<file path="src/rtl/dir_vec_pkg.sv">
// dir_vec_pkg: shared state encoding, sweep constants and the expected-value
// helper for the bit-direction stimulus sequencer.
package dir_vec_pkg;

  typedef enum logic [2:0] {
    IDLE  = 3'd0,
    DRIVE = 3'd1,
    WAIT  = 3'd2,
    CHECK = 3'd3,
    DONE  = 3'd4
  } state_e;

  localparam int unsigned NUM_VECTORS = 256;
  localparam logic [7:0]  ERR_MAX     = 8'd255;
  localparam logic [7:0]  LAST_IDX    = 8'(NUM_VECTORS - 1);

  // Expected out13: bits 3 and 0 exchanged, middle bits unchanged.
  function automatic logic [3:0] swap_msb_lsb(input logic [3:0] a);
    return {a[0], a[2], a[1], a[3]};
  endfunction

endpackage

</file>
<file path="src/rtl/dir_vec_check.sv">
// dir_vec_check: combinational compare of the datapath outputs against the
// direction-correct values expected for stimulus a.
module dir_vec_check
  import dir_vec_pkg::*;
(
  input  logic [3:0] a,
  input  logic [3:0] obs_out1,
  input  logic [3:0] obs_out2,
  input  logic [7:0] obs_out3,
  input  logic [3:0] obs_out9,
  input  logic [3:0] obs_out13,
  output logic       mismatch
);

  // Any output differing from its expected value flags the vector.
  always_comb begin
    mismatch = (obs_out1  != a)
             | (obs_out2  != a)
             | (obs_out3  != {a, a})
             | (obs_out9  != a)
             | (obs_out13 != swap_msb_lsb(a));
  end

endmodule

</file>
<file path="src/rtl/dir_vec_seq.sv">
// dir_vec_seq: sweeps all 256 {in2,in1} vectors into the bit-direction
// datapath, waits LATENCY cycles per vector and checks the outputs.
// Optional: DIR_VEC_SEQ_STOP_ON_FAIL_EN ends the sweep at the first mismatch.
module dir_vec_seq
  import dir_vec_pkg::*;
#(
  parameter int unsigned LATENCY = 1
) (
  input  logic       clk,
  input  logic       rst,
  input  logic       start,
  output logic [3:0] in1,
  output logic [3:0] in2,
  input  logic [3:0] obs_out1,
  input  logic [3:0] obs_out2,
  input  logic [7:0] obs_out3,
  input  logic [3:0] obs_out9,
  input  logic [3:0] obs_out13,
  output logic       busy,
  output logic       done,
  output logic       pass,
  output logic [7:0] err_cnt,
  output logic       fail_valid,
  output logic [7:0] fail_idx
);

  localparam logic [3:0] WAIT_LOAD = (LATENCY > 0) ? 4'(LATENCY - 1) : 4'd0;

  state_e     state_q, state_d;
  logic [7:0] idx_q, idx_d;
  logic [3:0] cnt_q, cnt_d;
  logic [3:0] in1_q, in1_d;
  logic [3:0] in2_q, in2_d;
  logic [7:0] err_cnt_q, err_cnt_d;
  logic       fail_valid_q, fail_valid_d;
  logic [7:0] fail_idx_q, fail_idx_d;
  logic       pass_q, pass_d;
  logic       mismatch;

  dir_vec_check u_check (
    .a         (in1_q),
    .obs_out1  (obs_out1),
    .obs_out2  (obs_out2),
    .obs_out3  (obs_out3),
    .obs_out9  (obs_out9),
    .obs_out13 (obs_out13),
    .mismatch  (mismatch)
  );

  // State, stimulus and result registers.
  always_ff @(posedge clk or posedge rst) begin
    if (rst) begin
      state_q      <= IDLE;
      idx_q        <= '0;
      cnt_q        <= '0;
      in1_q        <= '0;
      in2_q        <= '0;
      err_cnt_q    <= '0;
      fail_valid_q <= 1'b0;
      fail_idx_q   <= '0;
      pass_q       <= 1'b0;
    end else begin
      state_q      <= state_d;
      idx_q        <= idx_d;
      cnt_q        <= cnt_d;
      in1_q        <= in1_d;
      in2_q        <= in2_d;
      err_cnt_q    <= err_cnt_d;
      fail_valid_q <= fail_valid_d;
      fail_idx_q   <= fail_idx_d;
      pass_q       <= pass_d;
    end
  end

  // Sweep sequencing: next state and register updates.
  always_comb begin
    state_d      = state_q;
    idx_d        = idx_q;
    cnt_d        = cnt_q;
    in1_d        = in1_q;
    in2_d        = in2_q;
    err_cnt_d    = err_cnt_q;
    fail_valid_d = fail_valid_q;
    fail_idx_d   = fail_idx_q;
    pass_d       = pass_q;

    unique case (state_q)
      IDLE: begin
        if (start) begin
          state_d      = DRIVE;
          idx_d        = '0;
          err_cnt_d    = '0;
          fail_valid_d = 1'b0;
          fail_idx_d   = '0;
          pass_d       = 1'b0;
        end
      end
      DRIVE: begin
        in1_d   = idx_q[3:0];
        in2_d   = idx_q[7:4];
        cnt_d   = WAIT_LOAD;
        state_d = (LATENCY > 0) ? WAIT : CHECK;
      end
      WAIT: begin
        if (cnt_q == 4'd0) state_d = CHECK;
        else               cnt_d   = cnt_q - 4'd1;
      end
      CHECK: begin
        if (mismatch) begin
          if (err_cnt_q != ERR_MAX) err_cnt_d = err_cnt_q + 8'd1;
          if (!fail_valid_q) begin
            fail_valid_d = 1'b1;
            fail_idx_d   = idx_q;
          end
        end
`ifdef DIR_VEC_SEQ_STOP_ON_FAIL_EN
        if (mismatch || idx_q == LAST_IDX) begin
          state_d = DONE;
        end else begin
          idx_d   = idx_q + 8'd1;
          state_d = DRIVE;
        end
`else
        if (idx_q == LAST_IDX) begin
          state_d = DONE;
        end else begin
          idx_d   = idx_q + 8'd1;
          state_d = DRIVE;
        end
`endif
      end
      DONE: begin
        pass_d  = (err_cnt_q == 8'd0);
        state_d = IDLE;
      end
      default: state_d = IDLE;
    endcase
  end

  // Status decode and output mapping.
  always_comb begin
    busy       = (state_q != IDLE);
    done       = (state_q == DONE);
    in1        = in1_q;
    in2        = in2_q;
    pass       = pass_q;
    err_cnt    = err_cnt_q;
    fail_valid = fail_valid_q;
    fail_idx   = fail_idx_q;
  end

endmodule

</file>
<file path="config.mk">
export PLATFORM = sky130hd
export DESIGN_NAME = dir_vec_seq
export DESIGN_NICKNAME = d
export VERILOG_FILES = /design/src/rtl/dir_vec_pkg.sv /design/src/rtl/dir_vec_check.sv /design/src/rtl/dir_vec_seq.sv
export SDC_FILE = /design/constraint.sdc
export NUM_CORES = 1
export LEC_CHECK = 0
export BUFFER_PORTS_ARGS = -buffer_cell sky130_fd_sc_hd__buf_4
export CORE_MARGIN = 1.5
export CORE_UTILIZATION = 40
export DETAILED_ROUTE_END_ITERATION = 6
export HOLD_SLACK_MARGIN = 0.1
export MAX_ROUTING_LAYER = met4
export PLACE_DENSITY_LB_ADDON = 0.2
export SYNTH_ARGS = -nofsm -noshare
export SYNTH_HDL_FRONTEND = slang
export SYNTH_SLANG_ARGS = --single-unit
export TNS_END_PERCENT = 5
</file>
<file path="constraint.sdc">
create_clock -name clk -period 2.7 [get_ports clk]
set_input_delay 0 -clock clk [delete_from_list [all_inputs] [get_ports clk]]
set_output_delay 0 -clock clk [all_outputs]
set_load 0.005 [all_outputs]
</file>
==> flow_summary.toml <==
[outcome]
outcome = "finished, final reports clean"

[setup_path]
worstPathArrival_ns = 2.33
r2r_start = "in1[2]"
cp-end-kind = "register"
critical_path_required_ns = 2.88
crit_fanout = 6
critPathLaunch = "in1[2]"
worst_setup_path_start_kind = "register"
cp_cell_sequence = "or4_1 -> o21ai_1 -> o2111ai_2 -> or2_1 -> a221o_1"
crit_slowest_cell = "or4_1"
critical_path_class = "reg2reg"
cp_slowest_stage_delay_ns = 0.54

[die]
core-area_um2 = 5200
fp.dieW_um = 77.4
rows = 26
die-area_um2 = 5990
start_util_pct = 42.5
die_h_um = 77.4
io_pins = 55

[synth]
yosys.area_share.simple_pct = 22.8
synth_xor_area_share_pct = 3.56
synth_flop_cell = "dfrtp_1"
synth_cell_types = 46
synth-seq-area-share_pct = 46.4
synth_mux_area_share_pct = 7.52
ys_ff_latch = 41
netlist_area_um2 = 2210
synth_compound_area_share_pct = 14.4
ys_warn_count = 0
synthArstFlopShare_pct = 100
synth_top_family_by_area = "simple AND/OR/NAND/NOR gates"
synth-adder-area-share_pct = 2.26
synth-edff-count = 0
avgSynthCellArea_um2 = 9.88
syn_inst = 224
synth_nets = 255

[place]
dp_hpwl_um = 3870
dp_slack_ns = 0.578
place_area_um2 = 2700
place.gp.congestion = 0.888
portBuffers = 54

[grt]
antenna_found_initial = 0
grt_pass1_wl_um = 8840
grt_usage_pct = 19.2
grt_pass1_vias = 1795
overflow = 0
grt_max_degree = 23

[sta]
fin_crit_ns = 2.15
skew_ns = 0.0127
rsz0062_at_grt = "false"
setup_viol = 0
fin_crit_sh_pct = 79.5
fmax_ghz = 0.466
holdWs_ns = 0.126
slew_viol_final = 0
setup_slack_ns = 0.553
hold_viol = 0
fin_tns_setup_ns = 0
relSlewSlack_pct = 46.0
worstMarginPinSlew_ns = 0.804

[final_layout]
fin_area_um2 = 2830
n_antenna_cell = 0
drive_gt1_share_pct = 29.4
areaGrowthSynthToFinish_pct = 27.8
mostFrequentLayoutCells = "buf_4, dfrtp_1, nor2_1, nand3_1, nand2_1"
fill_cells = 497
fin_nets = 312
final_common_cell = "buf_4"

[hold_path]
hold_class = "in2reg"
min-delay-start = "start"

[route]
finalWirelength_um = 5260
vias = 1927
first_iter_violations = 78
routedWlPerCell_um = 14.9
dr.pass1.iters = 4
final_antenna_net_count = 0
drc = 0
viasPerCell = 5.47

[pwr]
power_leakage_nw = 1.30
power_w = 0.00217
peakVddDrop_mv = 0.462
power_density_nw_per_um2 = 768

[clocking]
clk_pin_slew_ns = 0.09
cts_tree = "done"
clk_latency_ns = 0.30
post_cts_buffers = 0
cts_made_buffers = 5
cts_max_path_buffers = 2
clock-sinks = 41
post_cts_resized = 0
h-tree-depth = 2
cts_root_buffer = "clkbuf_8"

[job]
maxCapViolCount = 0
-- area by class of cell --
class                      instances  area [um2]  share of cell area [%]
clock buffer                       6        82.6                    2.92
timing repair buffer              59         445                    15.7
multi-input combinational        166        1120                    39.6
tap                               70        87.6                    3.10
inverter                           8        30.0                    1.06
sequential                        41        1030                    36.3
clock inverter                     2        37.5                    1.33
-- sequential cells by signal (all words and copies together), names as in the netlist --
name,count
fail_valid,1
in1,4
fail_idx,8
err_cnt,8
state_q,3
in2,4
pass,1
cnt_q,4
idx_q,8
-- worst paths after layout --
kind	endpoint	slack [ns]	depth (start not counted)
worst max-delay path	err_cnt[7]	0.55	5
worst min-delay path	idx_q[5]	0.13	3
worst max register to register	err_cnt[7]	0.55	5
worst min register to register	fail_idx[1]	0.50	1
max in group asynchronous	in1[0]	1.53	4
min in group asynchronous	idx_q[5]	0.39	3
-- synth_stat cells (2+ instances only) --
library cell | number | area share [%]
or3_1 | 2 | 0.57
dfrtp_1 | 41 | 46
nor3_1 | 8 | 1.8
xnor2_1 | 6 | 2.4
buf_1 | 2 | 0.34
mux2i_1 | 5 | 2.3
o221ai_1 | 2 | 0.79
and2_1 | 4 | 1.1
clkbuf_1 | 4 | 0.68
buf_2 | 3 | 0.68
o21ai_2 | 2 | 0.79
xor2_1 | 3 | 1.2
a221o_1 | 4 | 1.8
nand3_1 | 19 | 4.3
a211oi_1 | 3 | 1.0
o21ai_0 | 5 | 1.1
nor4_1 | 2 | 0.57
inv_1 | 8 | 1.4
nand3b_1 | 2 | 0.68
or2_2 | 2 | 0.57
a21oi_1 | 2 | 0.45
nor2_1 | 22 | 3.7
nand2_1 | 14 | 2.4
nand4_1 | 7 | 2.0
or4_1 | 3 | 1.0
mux2_2 | 9 | 4.6
o2bb2ai_1 | 10 | 4.0
ha_1 | 4 | 2.3
and3_1 | 5 | 1.4
o21ai_1 | 3 | 0.68
nand2b_1 | 3 | 0.85
-- logic make-up (layout without fill, tap and decap cells) --
family	after synthesis	count (layout)
multiplexers	15	15
flip-flops	41	41
AO/OA/AOI/OAI	40	40
buffers and inverters	17	75
XOR/XNOR	9	9
AND/OR/NAND/NOR	98	98
adder cells (fa/ha/maj)	4	4
-- where the power goes --
part | switching (W) | leakage (nW) | internal [W]
registers | 0.000168 | 0.554 | 0.000725
logic | 0.000397 | 0.694 | 0.000358
clock network | 0.000224 | 0.0574 | 0.000301
total | 0.000789 | 1.30 | 0.00138
-- repair_timing --
action / CTS / global route
hold endpoints to repair: 19 / 0
setup endpoints to repair: 0 / 0
hold buffers: 1 / 0
-- routing by layer --
layer	vias to the layer above	track usage [%]	routed length, um
li1	939	-	-
met1	913	26.7	2540
met2	69	27.7	2310
met3	6	4.35	328
met4	0	6.73	88
met5	-	-	0
-- critical path, delay by kind of cell, from the launching register on --
| kind | cells | cell delay, ns |
|---|---|---|
| simple gates | 2 | 0.85 |
| compound gates | 3 | 0.74 |
| flops | 1 | 0.44 |
-- per-stage QoR --
step | instances | util (%)
after detailed placement | 343 | 51.9
after CTS | 352 | 54.4
after global placement | 343 | 51.9
after global routing | 352 | 54.4
after floorplan | 224 | -
final | 352 | 54.4
(Power assumes the default switching activity.)
